$ cat config.mk
export PLATFORM = sky130hd
export DESIGN_NAME = ysyx_210544_wb_stage
export DESIGN_NICKNAME = d
export VERILOG_FILES = /design/src/rtl/ysyx_210544_wb_stage_pkg.sv /design/src/rtl/ysyx_210544_load_fmt.sv /design/src/rtl/ysyx_210544_wb_stage.sv
export SDC_FILE = /design/constraint.sdc
export NUM_CORES = 1
export LEC_CHECK = 0
export ABC_AREA = 1
export CAP_MARGIN = 20
export CORE_AREA = 2 2 207 209
export CTS_CLUSTER_DIAMETER = 150
export DETAILED_ROUTE_END_ITERATION = 12
export DIE_AREA = 0 0 209 211
export PLACE_DENSITY = 0.75
export SLEW_MARGIN = 20
export SYNTH_ARGS = -nofsm -noshare
export SYNTH_HDL_FRONTEND = slang
export SYNTH_HIERARCHICAL = 1
export SYNTH_SLANG_ARGS = --single-unit
$ cat constraint.sdc
create_clock -name clk -period 9.45 [get_ports clk]
set_input_delay 1.89 -clock clk [delete_from_list [all_inputs] [get_ports clk]]
set_output_delay 1.89 -clock clk [all_outputs]
set_load 0.005 [all_outputs]
$ cat src/rtl/ysyx_210544_wb_stage_pkg.sv
// Shared widths, load funct3 codes and the buffered writeback record.
// Also used by memory-stage decode.
package ysyx_210544_wb_stage_pkg;
  localparam int XLEN   = 64;
  localparam int BUS_64 = 64;
  localparam int BUS_32 = 32;

  localparam logic [2:0] F3_LB  = 3'b000;
  localparam logic [2:0] F3_LH  = 3'b001;
  localparam logic [2:0] F3_LW  = 3'b010;
  localparam logic [2:0] F3_LD  = 3'b011;
  localparam logic [2:0] F3_LBU = 3'b100;
  localparam logic [2:0] F3_LHU = 3'b101;
  localparam logic [2:0] F3_LWU = 3'b110;

  typedef struct packed {
    logic [4:0]        rd;
    logic              rd_wen;
    logic [XLEN-1:0]   wdata;
    logic [BUS_64-1:0] pc;
    logic [BUS_32-1:0] inst;
    logic              skipcmt;
    logic [BUS_32-1:0] intr_no;
  } wb_rec_t;
endpackage

$ cat src/rtl/ysyx_210544_load_fmt.sv
// Combinational load aligner: shifts the raw doubleword down to the
// addressed byte, then sign/zero-extends according to funct3.
module ysyx_210544_load_fmt
  import ysyx_210544_wb_stage_pkg::*;
(
  input  logic [XLEN-1:0] raw,
  input  logic [2:0]      addr_lo,
  input  logic [2:0]      funct3,
  output logic [XLEN-1:0] result
);

  logic [XLEN-1:0] shifted;

  assign shifted = raw >> {addr_lo, 3'b000};

  always_comb begin
    result = '0;
    case (funct3)
      F3_LB:   result = {{56{shifted[7]}},  shifted[7:0]};
      F3_LH:   result = {{48{shifted[15]}}, shifted[15:0]};
      F3_LW:   result = {{32{shifted[31]}}, shifted[31:0]};
      F3_LD:   result = shifted;
      F3_LBU:  result = {56'd0, shifted[7:0]};
      F3_LHU:  result = {48'd0, shifted[15:0]};
      F3_LWU:  result = {32'd0, shifted[31:0]};
      default: result = '0;
    endcase
  end

endmodule

$ cat src/rtl/ysyx_210544_wb_stage.sv
// Writeback stage: single-entry buffer between memory stage and commit,
// with load formatting on capture and a retired-instruction counter.
module ysyx_210544_wb_stage
  import ysyx_210544_wb_stage_pkg::*;
(
  input  logic              clk,
  input  logic              rst,
  input  logic              i_wb_memoryed_req,
  output logic              o_wb_memoryed_ack,
  input  logic [4:0]        i_wb_rd,
  input  logic              i_wb_rd_wen,
  input  logic [XLEN-1:0]   i_wb_alu_data,
  input  logic [XLEN-1:0]   i_wb_mem_data,
  input  logic              i_wb_load,
  input  logic [2:0]        i_wb_funct3,
  input  logic [2:0]        i_wb_addr_lo,
  input  logic [BUS_64-1:0] i_wb_pc,
  input  logic [BUS_32-1:0] i_wb_inst,
  input  logic              i_wb_skipcmt,
  input  logic [BUS_32-1:0] i_wb_intrNo,
  output logic              o_wb_writebacked_req,
  input  logic              i_wb_writebacked_ack,
  output logic [4:0]        o_wb_rd,
  output logic              o_wb_rd_wen,
  output logic [XLEN-1:0]   o_wb_rd_wdata,
  output logic [BUS_64-1:0] o_wb_pc,
  output logic [BUS_32-1:0] o_wb_inst,
  output logic              o_wb_skipcmt,
  output logic [BUS_32-1:0] o_wb_intrNo,
  output logic [XLEN-1:0]   o_wb_instret
);

  logic            valid_q;
  wb_rec_t         rec_q;
  wb_rec_t         rec_d;
  logic [XLEN-1:0] instret_q;
  logic [XLEN-1:0] load_data;
  logic            accept;
  logic            pop;

  ysyx_210544_load_fmt u_load_fmt (
    .raw     (i_wb_mem_data),
    .addr_lo (i_wb_addr_lo),
    .funct3  (i_wb_funct3),
    .result  (load_data)
  );

  assign o_wb_memoryed_ack = !valid_q || i_wb_writebacked_ack;
  assign accept            = i_wb_memoryed_req && o_wb_memoryed_ack;
  assign pop               = valid_q && i_wb_writebacked_ack;

  always_comb begin
    rec_d         = '0;
    rec_d.rd      = i_wb_rd;
    rec_d.rd_wen  = i_wb_rd_wen;
    rec_d.wdata   = i_wb_load ? load_data : i_wb_alu_data;
    rec_d.pc      = i_wb_pc;
    rec_d.inst    = i_wb_inst;
    rec_d.skipcmt = i_wb_skipcmt;
    rec_d.intr_no = i_wb_intrNo;
  end

  always_ff @(posedge clk or posedge rst) begin
    if (rst) begin
      valid_q   <= 1'b0;
      rec_q     <= '0;
      instret_q <= '0;
    end else begin
      if (accept) begin
        rec_q   <= rec_d;
        valid_q <= 1'b1;
      end else if (pop) begin
        valid_q <= 1'b0;
      end
      // An interrupted slot commits but retires no instruction.
      if (pop && (rec_q.intr_no == '0))
        instret_q <= instret_q + 64'd1;
    end
  end

  assign o_wb_writebacked_req = valid_q;
  assign o_wb_rd              = rec_q.rd;
  assign o_wb_rd_wen          = valid_q && rec_q.rd_wen && (rec_q.rd != 5'd0);
  assign o_wb_rd_wdata        = rec_q.wdata;
  assign o_wb_pc              = rec_q.pc;
  assign o_wb_inst            = rec_q.inst;
  assign o_wb_skipcmt         = rec_q.skipcmt;
  assign o_wb_intrNo          = rec_q.intr_no;
  assign o_wb_instret         = instret_q;

endmodule

==> metrics.md <==
| Metric | Value |
|---|---|
| Outcome | `finished, final reports clean` |
| Clock latency on the worst-skew pair | `0.56 ns` |
| Peak supply drop | `0.1291 mV` |
| Routed len/inst | `~19 um` |
| Worst r2r path cells | `5` |
| Commonest non-fill, non-tap cell in the layout | `nand2_1` |
| Ys Warns | `6` |
| Maximum number of pins on one net before global-route repair | `129` |
| Normalized max-slew margin | `between 20% and 30%` |
| Initial antenna violation count | `2` |
| Crit-path slowest cell | `clkdlybuf4s50_1` |
| Hold WS | `0.4767 ns` |
| Synthesized area per cell | `6.985 sq um` |
| Slew Limit Fails | `0` |
| Core footprint | `0.04176 sq mm` |
| Top cell by count, worst path | `clkdlybuf4s50_1` |
| Die height | `211 um` |
| Worst-margin pin slew | `1.052 ns` |
| WS Path Type | `in -> out` |
| Setup violators final | `0` |
| Setup_tns | `0 ns` |
| Yosys reg bits | `264` |
| Synth Instances | `2338` |
| Fmax | `193.1 MHz` |
| Global-route wire length before repair | `roughly 92000 um` |
| Area Growth Syn to Fin | `31.89%` |
| Cts bufs inserted | `30` |
| Vias per inst | `a little over 5` |
| Most frequent cells in the layout | `930 x nand2_1, 535 x clkdlybuf4s50_1, 264 x dfrtp_1, 176 x inv_1, 175 x o21ai_0` |
| Die W | `209 um` |
| Post-layout util | `between 50% and 60%` |
| Power Density | `159.8 mW/mm^2` |
| LEAKAGE | `10.06 nW` |
| Post-CTS Setup Bufs | `0` |
| Final min period | `5.178 ns` |
| Overall routing resource usage | `around a quarter` |
| Crit path buf inv count | `3` |
| Crit path DAT | `between 3 and 4 ns` |
| Hpwl dp | `between 40000 and 50000 um` |
| Site Rows | `75` |
| Final Cycle Share | `54.79%` |
| Pre-Repair DR Iteration Count | `6` |
| Final setup margin | `4.272 ns` |
| Layout cells sized above 1 | `between 4 and 5%` |
| Netlist cell types | `34` |
| CTS sink cnt | `264` |
| Crit path required time | `7.56 ns` |
| CP Launch Type | `input port` |
| Post-synthesis cell area | `0.01633 sq mm` |
| Die Area | `0.04410 sq mm` |
| Crit-path cells | `clkdlybuf4s50_1, inv_1, nand2_1, clkdlybuf4s50_1` |
| Via count | `approximately 16000` |
| ANT nets after route | `0` |
| Hold Path Cell Cnt | `2` |
| Htree depth | `1` |
| Final hold viol count | `0` |
| CTS clk-pin slew, worst paths | `roughly 0.06 ns` |
| Unrepaired setup endpoints after global routing | `false` |
| Clock skew | `0.01066 ns` |
| WL final | `59510 um` |
| Post-CTS sizing | `0` |
| Max-cap viol count | `0` |
| WP depth | `4` |
| Hold Buf Count CTS | `0` |
| Gr ovfl total | `0` |
| Fillers | `3976` |
| DRC viols | `0` |
| Critical Path Max Stage Delay | `between 0.6 and 0.7 ns` |
| Bufs on Longest Clock Path | `3` |
| Iter 0 DRT Violations | `1686` |
| Root Driver | `clkbuf_16` |
| Post-synthesis sequential area ratio | `40.45%` |
| Vias in the first global route | `15730` |
| Pre-CTS setup slack | `3.882 ns` |
| Top Ports | `539` |
| Crit-path leading delay family | `buffers and inverters` |
| CP endpoint kind | `output pin` |
| Fin nets | `2881` |
| Port Buffer Count | `about 540` |
| Hold/Removal Path Class | `reg -> reg` |
| GP Congestion | `0.9762` |
| Worst Path Max Fanout | `3` |
| Initial Util | `39.11%` |
| CTS tree | `yes` |
| Net count after synthesis | `2613` |
[report_power, final]
group | internal, mW | total, mW | leakage [nW] | switching [mW]
combinational | 0.411 | 0.786 | 6.15 | 0.375
clock | 0.822 | 1.32 | 0.557 | 0.496
sequential | 1.26 | 1.34 | 3.35 | 0.0818
[worst min-delay path, cell delays in order, from the launching register on]
cell and delay, ns:
dfrtp_1 0.34, nand2_1 0.05, nand2_1 0.05
[cell usage after synthesis, drive strengths merged]
master	instances	area, sq um
and2	2	12.51
nand2	939	3550
buf	276	1954
nor3	14	91.34
dfrtp	264	6606
xnor2	23	209.0
nand4	74	462.9
nand3	141	710.7
ha	1	12.51
a21oi	21	105.1
o21ai	197	989.7
clkbuf	37	138.9
o211a	2	20.02
nor2	138	595.6
inv	187	704.4
nand3b	4	30.03
xor2	3	26.28
o211ai	15	112.6
[layout make-up]
class | count | area (sq um) | share of cell area, %
Inverter | 187 | 714.4 | 3.317
Timing Repair Buffer | 549 | 5455 | 25.33
Clock inverter | 17 | 250.2 | 1.162
Antenna cell | 2 | 5.005 | 0.02324
Multi-Input combinational cell | 1574 | 6948 | 32.26
Sequential cell | 264 | 6606 | 30.67
Clock buffer | 39 | 885.9 | 4.113
Tap cell | 539 | 674.4 | 3.131
[state kept, by name, summed over array words and instances (netlist names)]
name	flops
o_wb_rd_wdata	64
o_wb_writebacked_req	1
o_wb_skipcmt	1
o_wb_intrNo	32
o_wb_pc	64
o_wb_instret	64
o_wb_rd	5
rec_q	1
o_wb_inst	32
[metrics by stage]
stage                     instance area (sq um)  power, mW  instances
after floorplan                           16330      1.804       2338
final                                     21540      3.443       3171
after global placement                    20390      2.131       3113
after detailed placement                  20390      2.141       3113
after CTS                                 21520      3.473       3169
after global routing                      21540      3.598       3171
[metal layers]
layer | up-vias | track usage (%) | wire length, um
li1 | 7697 | - | -
met1 | 7589 | 31.53 | 22800
met2 | 776 | 45.94 | 28860
met3 | 145 | 5.516 | 5115
met4 | 0 | 11.40 | 2730
met5 | - | 0 | 0
[logic make-up after synthesis]
group	Yosys count	synth area share (%)
fa+ha+maj	1	0.07660
xor+xnor	26	1.440
compound gates	235	7.516
buf+inv	500	17.13
flops	264	40.45
simple gates	1312	33.39
[final timing paths]
check | start | to | slack [ns]
max reg2reg | o_wb_writebacked_req | o_wb_rd_wdata[57] | 6.45
min in group asynchronous | rst | o_wb_instret[49] | 1.93
min | o_wb_pc[53] | o_wb_pc[53] | 0.48
max | i_wb_writebacked_ack | o_wb_memoryed_ack | 4.27
min reg2reg | o_wb_pc[53] | o_wb_pc[53] | 0.48
max in group asynchronous | rst | o_wb_pc[37] | 6.01
Note: power is estimated with default switching activity, not from simulation.
